--- config.mk ---
export PLATFORM = sky130hd
export DESIGN_NAME = ysyx_23060332_lsu
export DESIGN_NICKNAME = d
export VERILOG_FILES = /design/src/rtl/ysyx_23060332_lsu.sv
export SDC_FILE = /design/constraint.sdc
export NUM_CORES = 1
export LEC_CHECK = 0
export ABC_AREA = 1
export CORE_MARGIN = 1.5
export CORE_UTILIZATION = 40
export DETAILED_ROUTE_END_ITERATION = 6
export DONT_BUFFER_PORTS = 1
export GPL_TIMING_DRIVEN = 0
export MAX_ROUTING_LAYER = met4
export SETUP_SLACK_MARGIN = 0.15
export SYNTH_ARGS = -nofsm -noshare
export SYNTH_HDL_FRONTEND = slang
export SYNTH_SLANG_ARGS = --single-unit
export TNS_END_PERCENT = 1
--- constraint.sdc ---
create_clock -name clk -period 3.75 [get_ports clk]
set_clock_uncertainty 0.15 [all_clocks]
set_input_delay 0.75 -clock clk [delete_from_list [all_inputs] [get_ports clk]]
set_output_delay 0.75 -clock clk [all_outputs]
set_load 0.05 [all_outputs]
--- src/rtl/ysyx_23060332_lsu.sv ---
// ysyx_23060332_lsu: single-outstanding load/store initiator between EXU, data memory and WBU.
// Optional misalignment trap enabled by defining YSYX_23060332_LSU_MISALIGN_CHECK_EN.
module ysyx_23060332_lsu #(
    parameter int RD_LATENCY = 1
) (
    input  logic        clk,
    input  logic        rst_n,
    input  logic        req_valid,
    output logic        req_ready,
    input  logic        req_wen,
    input  logic [31:0] req_addr,
    input  logic [31:0] req_wdata,
    input  logic [1:0]  req_size,
    input  logic        req_unsigned,
    output logic        resp_valid,
    input  logic        resp_ready,
    output logic [31:0] resp_rdata,
    output logic        resp_err,
    output logic        mem_wen,
    output logic [31:0] mem_waddr,
    output logic [31:0] mem_wdata,
    output logic [7:0]  mem_wmask,
    output logic        mem_ren,
    output logic [31:0] mem_raddr,
    input  logic [31:0] mem_rdata
);

    typedef enum logic [1:0] {
        IDLE  = 2'd0,
        STORE = 2'd1,
        LOAD  = 2'd2,
        RESP  = 2'd3
    } state_e;

    localparam logic [3:0] LAT = 4'(RD_LATENCY);

    state_e      state_q, state_d;
    logic [3:0]  cnt_q, cnt_d;
    logic [1:0]  off_q, off_d;
    logic [1:0]  size_q, size_d;
    logic        uns_q, uns_d;
    logic        mem_wen_q, mem_wen_d;
    logic [31:0] mem_waddr_q, mem_waddr_d;
    logic [31:0] mem_wdata_q, mem_wdata_d;
    logic [7:0]  mem_wmask_q, mem_wmask_d;
    logic        mem_ren_q, mem_ren_d;
    logic [31:0] mem_raddr_q, mem_raddr_d;
    logic        resp_valid_q, resp_valid_d;
    logic [31:0] resp_rdata_q, resp_rdata_d;
    logic        resp_err_q, resp_err_d;

    // Lanes that fall past byte 3 are dropped by the 4-bit result.
    function automatic logic [3:0] lane_mask(input logic [1:0] size, input logic [1:0] off);
        logic [3:0] base;
        case (size)
            2'd0:    base = 4'b0001;
            2'd1:    base = 4'b0011;
            default: base = 4'b1111;
        endcase
        return base << off;
    endfunction

    function automatic logic [31:0] load_extend(input logic [31:0] word, input logic [1:0] off,
                                                input logic [1:0] size, input logic uns);
        logic [31:0] sh;
        sh = word >> {off, 3'b000};
        case (size)
            2'd0:    return {{24{~uns & sh[7]}}, sh[7:0]};
            2'd1:    return {{16{~uns & sh[15]}}, sh[15:0]};
            default: return sh;
        endcase
    endfunction

`ifdef YSYX_23060332_LSU_MISALIGN_CHECK_EN
    function automatic logic misaligned(input logic [1:0] size, input logic [1:0] off);
        case (size)
            2'd0:    return 1'b0;
            2'd1:    return off[0];
            default: return (off != 2'd0);
        endcase
    endfunction
`endif

    // Next-state and next-output logic for the access FSM.
    always_comb begin
        state_d      = state_q;
        cnt_d        = cnt_q;
        off_d        = off_q;
        size_d       = size_q;
        uns_d        = uns_q;
        mem_wen_d    = mem_wen_q;
        mem_waddr_d  = mem_waddr_q;
        mem_wdata_d  = mem_wdata_q;
        mem_wmask_d  = mem_wmask_q;
        mem_ren_d    = mem_ren_q;
        mem_raddr_d  = mem_raddr_q;
        resp_valid_d = resp_valid_q;
        resp_rdata_d = resp_rdata_q;
        resp_err_d   = resp_err_q;
        case (state_q)
            IDLE: begin
                if (req_valid) begin
                    off_d  = req_addr[1:0];
                    size_d = req_size;
                    uns_d  = req_unsigned;
`ifdef YSYX_23060332_LSU_MISALIGN_CHECK_EN
                    if (misaligned(req_size, req_addr[1:0])) begin
                        state_d      = RESP;
                        resp_valid_d = 1'b1;
                        resp_err_d   = 1'b1;
                        resp_rdata_d = 32'd0;
                    end else if (req_wen) begin
`else
                    if (req_wen) begin
`endif
                        state_d     = STORE;
                        mem_wen_d   = 1'b1;
                        mem_waddr_d = {req_addr[31:2], 2'b00};
                        mem_wdata_d = req_wdata << {req_addr[1:0], 3'b000};
                        mem_wmask_d = {4'b0000, lane_mask(req_size, req_addr[1:0])};
                    end else begin
                        state_d     = LOAD;
                        cnt_d       = 4'd0;
                        mem_ren_d   = 1'b1;
                        mem_raddr_d = {req_addr[31:2], 2'b00};
                    end
                end else begin
                    state_d = IDLE;
                end
            end
            STORE: begin
                state_d      = RESP;
                mem_wen_d    = 1'b0;
                mem_waddr_d  = 32'd0;
                mem_wdata_d  = 32'd0;
                mem_wmask_d  = 8'd0;
                resp_valid_d = 1'b1;
                resp_rdata_d = 32'd0;
                resp_err_d   = 1'b0;
            end
            LOAD: begin
                if (cnt_q == LAT) begin
                    state_d      = RESP;
                    cnt_d        = 4'd0;
                    mem_ren_d    = 1'b0;
                    mem_raddr_d  = 32'd0;
                    resp_valid_d = 1'b1;
                    resp_rdata_d = load_extend(mem_rdata, off_q, size_q, uns_q);
                    resp_err_d   = 1'b0;
                end else begin
                    cnt_d = cnt_q + 4'd1;
                end
            end
            RESP: begin
                if (resp_ready) begin
                    state_d      = IDLE;
                    resp_valid_d = 1'b0;
                    resp_rdata_d = 32'd0;
                    resp_err_d   = 1'b0;
                end else begin
                    state_d = RESP;
                end
            end
            default: begin
                state_d      = IDLE;
                cnt_d        = 4'd0;
                mem_wen_d    = 1'b0;
                mem_ren_d    = 1'b0;
                resp_valid_d = 1'b0;
            end
        endcase
    end

    // State and registered outputs; reset aborts any access in flight.
    always_ff @(posedge clk or negedge rst_n) begin
        if (!rst_n) begin
            state_q      <= IDLE;
            cnt_q        <= 4'd0;
            off_q        <= 2'd0;
            size_q       <= 2'd0;
            uns_q        <= 1'b0;
            mem_wen_q    <= 1'b0;
            mem_waddr_q  <= 32'd0;
            mem_wdata_q  <= 32'd0;
            mem_wmask_q  <= 8'd0;
            mem_ren_q    <= 1'b0;
            mem_raddr_q  <= 32'd0;
            resp_valid_q <= 1'b0;
            resp_rdata_q <= 32'd0;
            resp_err_q   <= 1'b0;
        end else begin
            state_q      <= state_d;
            cnt_q        <= cnt_d;
            off_q        <= off_d;
            size_q       <= size_d;
            uns_q        <= uns_d;
            mem_wen_q    <= mem_wen_d;
            mem_waddr_q  <= mem_waddr_d;
            mem_wdata_q  <= mem_wdata_d;
            mem_wmask_q  <= mem_wmask_d;
            mem_ren_q    <= mem_ren_d;
            mem_raddr_q  <= mem_raddr_d;
            resp_valid_q <= resp_valid_d;
            resp_rdata_q <= resp_rdata_d;
            resp_err_q   <= resp_err_d;
        end
    end

    assign req_ready  = rst_n & (state_q == IDLE);
    assign resp_valid = resp_valid_q;
    assign resp_rdata = resp_rdata_q;
    assign resp_err   = resp_err_q;
    assign mem_wen    = mem_wen_q;
    assign mem_waddr  = mem_waddr_q;
    assign mem_wdata  = mem_wdata_q;
    assign mem_wmask  = mem_wmask_q;
    assign mem_ren    = mem_ren_q;
    assign mem_raddr  = mem_raddr_q;

endmodule

==> results.sh <==
export IMPL_wirelength_mm=19.4
export IMPL_first_pass_iters=5
export IMPL_pre_cts_ws_ps=1540
export IMPL_status="finished, violations left"
export IMPL_layout_min_cycle_time_ps=2620
export IMPL_wl_per_cell_um=17.3
export IMPL_area_growth_pct=12.9
export IMPL_r2r_end="mem_wdata[4]$_DFFE_PN0P_"
export IMPL_slew_viol_final=0
export IMPL_power_leakage_uw=0.00415
export IMPL_drt_initial_drc_count=379
export IMPL_synth_top_area_share_pct=51.4
export IMPL_synth_common_cells="nand2_1, dfrtp_1, inv_1"
export IMPL_hold_ws_ps=-128
export IMPL_insertion_delay_ps=420
export IMPL_cts_made_buffers=17
export IMPL_post_cts_buffers=0
export IMPL_synthArstFlopShare_pct=100
export IMPL_diodes=0
export IMPL_synth_ff_type="dfrtp_1"
export IMPL_yosysSeqAreaShare_pct=51.4
export IMPL_period_share_pct=69.9
export IMPL_reg2regPathDepth=10
export IMPL_placed_area_um2=7210
export IMPL_cts_buffer_depth=2
export IMPL_maxCapViolCount=0
export IMPL_grt_max_degree=144
export IMPL_synth_area_um2=6910
export IMPL_synth_edf_count=0
export IMPL_max_freq_mhz=382
export IMPL_slew_headroom_pct=61.1
export IMPL_setup_violations=0
export IMPL_gr_usage_all_layers_pct=22.8
export IMPL_cts_sinks=142
export IMPL_hold_viol_final=142
export IMPL_avgSynthCellArea_um2=8.00
export IMPL_viasPerCell=5.01
export IMPL_fin_nets=1000
export IMPL_synth_seq_cells=142
export IMPL_hold_path_class="primary input to async pin"
export IMPL_r2r_start="state_q[0]$_DFFE_PN0P_"
export IMPL_violations="hold timing"
export IMPL_antenna_found_initial=0
export IMPL_drc_errors=0
export IMPL_root_buffer="clkbuf_16"
export IMPL_vias=5627
export IMPL_synth_most_common_cell="nand2_1"
export IMPL_die_y_um=134
export IMPL_synth_area_leaders="dfrtp_1, nand2_1, o21ai_0, o21ai_2, nand3_1"
export IMPL_pwr_density_cell_nw_per_um2=1060
export IMPL_synth_largest_area_cell="dfrtp_1"
export IMPL_vdd_drop_max_mv=0.449
export IMPL_die_area_um2=18100
export IMPL_ios=245
export IMPL_cts_resized=0
export IMPL_cp_arrival_ps=1720
export IMPL_grt_pass1_vias=5732
export IMPL_clk_pin_slew_ps=70
export IMPL_rows=47
export IMPL_synth_cell_types=31
export IMPL_synthCells=863
export IMPL_postLayoutCellArea_um2=7800
export IMPL_cp_start_kind="register"
export IMPL_ys_warn_count=0
export IMPL_numPortBuffers=0
export IMPL_r2r_slack_ps=1640
export IMPL_power_total_uw=8230
export IMPL_cp_end_kind="output port"
export IMPL_tritoncts="built"
export IMPL_cp_max_fo=5
export IMPL_layout_setup_ws_ps=1130
export IMPL_htreeDepth=4
export IMPL_die_w_um=134
export IMPL_drive_above_1_share_pct=13.2
export IMPL_path_class="register to output port"
export IMPL_fin_setup_tns_ps=0
export IMPL_required_ps=2850
export IMPL_coreArea_um2=16700
export IMPL_gp_congestion=0.851
export IMPL_utilization_pct=46.7
export IMPL_dp_hpwl_mm=13.9
export IMPL_start_util_pct=41.4
export IMPL_rsz0062_at_grt="no"
export IMPL_grt_remaining_overflow=0
export IMPL_tightestPinTransition_ps=583
export IMPL_grt_pass1_wl_mm=30.9
export IMPL_ant_nets=0
==> area by class of cell <==
type                    count  area (um^2)
fillers                  1706         8900
flip-flops and latches    142         3550
multi-input cells         603         2780
clock buffers              19          433
plain buffers              54          332
inverters                  72          277
well taps                 220          275
clock inverters            13          155
==> logic make-up after synthesis <==
kind of cell	share of synthesized area [%]
adders and majority gates	1.09
other	0.0543
buffers and inverters	8.80
AOI/OAI and AO/OA	13.2
DFF	51.4
and+or+nand+nor	25.4
==> stage by stage <==
stage                     cells  hold slack, ps
after CTS                  1123            -145
after detailed placement   1091             308
after global routing       1123            -150
after floorplan             871             303
after global placement     1091             308
final                      1123            -128
==> state kept, by name, indices dropped and copies added (netlist names), 2 cells and up <==
name and count:
mem_wmask 4, mem_raddr 30, mem_waddr 30, size_q 2, cnt_q 4, state_q 2
mem_wdata 32, off_q 2, resp_rdata 32
==> layer usage <==
metal  routed length, um  vias up  track usage (%)  share of wire (%)
li1                    -     2772                -                  -
met1                8450     2596             28.9                 44
met2                9090      228             34.7                 47
met3                1540       31             7.45                7.9
met4                 336        0             7.35                1.7
met5                   0        -                -                  0
==> worst max path at each step <==
stage                                 startpoint                        to  cells past startpoint
after global placement               req_addr[0]  mem_wmask[2]$_DFFE_PN0P_                      5
after floorplan           state_q[0]$_DFFE_PN0P_                 req_ready                      4
final                     state_q[0]$_DFFE_PN0P_                 req_ready                      4
after global routing      state_q[0]$_DFFE_PN0P_                 req_ready                      4
after detailed placement             req_addr[0]  mem_wmask[2]$_DFFE_PN0P_                      5
after CTS                 state_q[0]$_DFFE_PN0P_                 req_ready                      4
==> critical path: stages (launching register included) <==
cell and delay, ps:
dfrtp_1 410, inv_1 90, ha_1 350, nand2_1 80, inv_1 360
==> placed cells by master, fill, tap and decap left out, types with 3 or more instances in the layout <==
cell,n
a21oi_1,17
buf_2,22
buf_4,11
buf_6,8
clkbuf_1,14
clkbuf_16,17
conb_1,9
dfrtp_1,142
ha_1,6
inv_1,66
inv_2,3
inv_6,5
nand2_1,344
nand2_2,4
nand2_4,3
nand3_1,50
nor2_1,24
o21ai_0,64
o21ai_1,40
o21ai_2,29
==> report_power, final <==
group | switching (uW) | total, uW | internal (uW)
Sequential | 2200 | 4260 | 2050
Clock | 707 | 1700 | 998
Combinational | 1500 | 2270 | 767
Total | 4420 | 8230 | 3810
(Power assumes the default switching activity.)
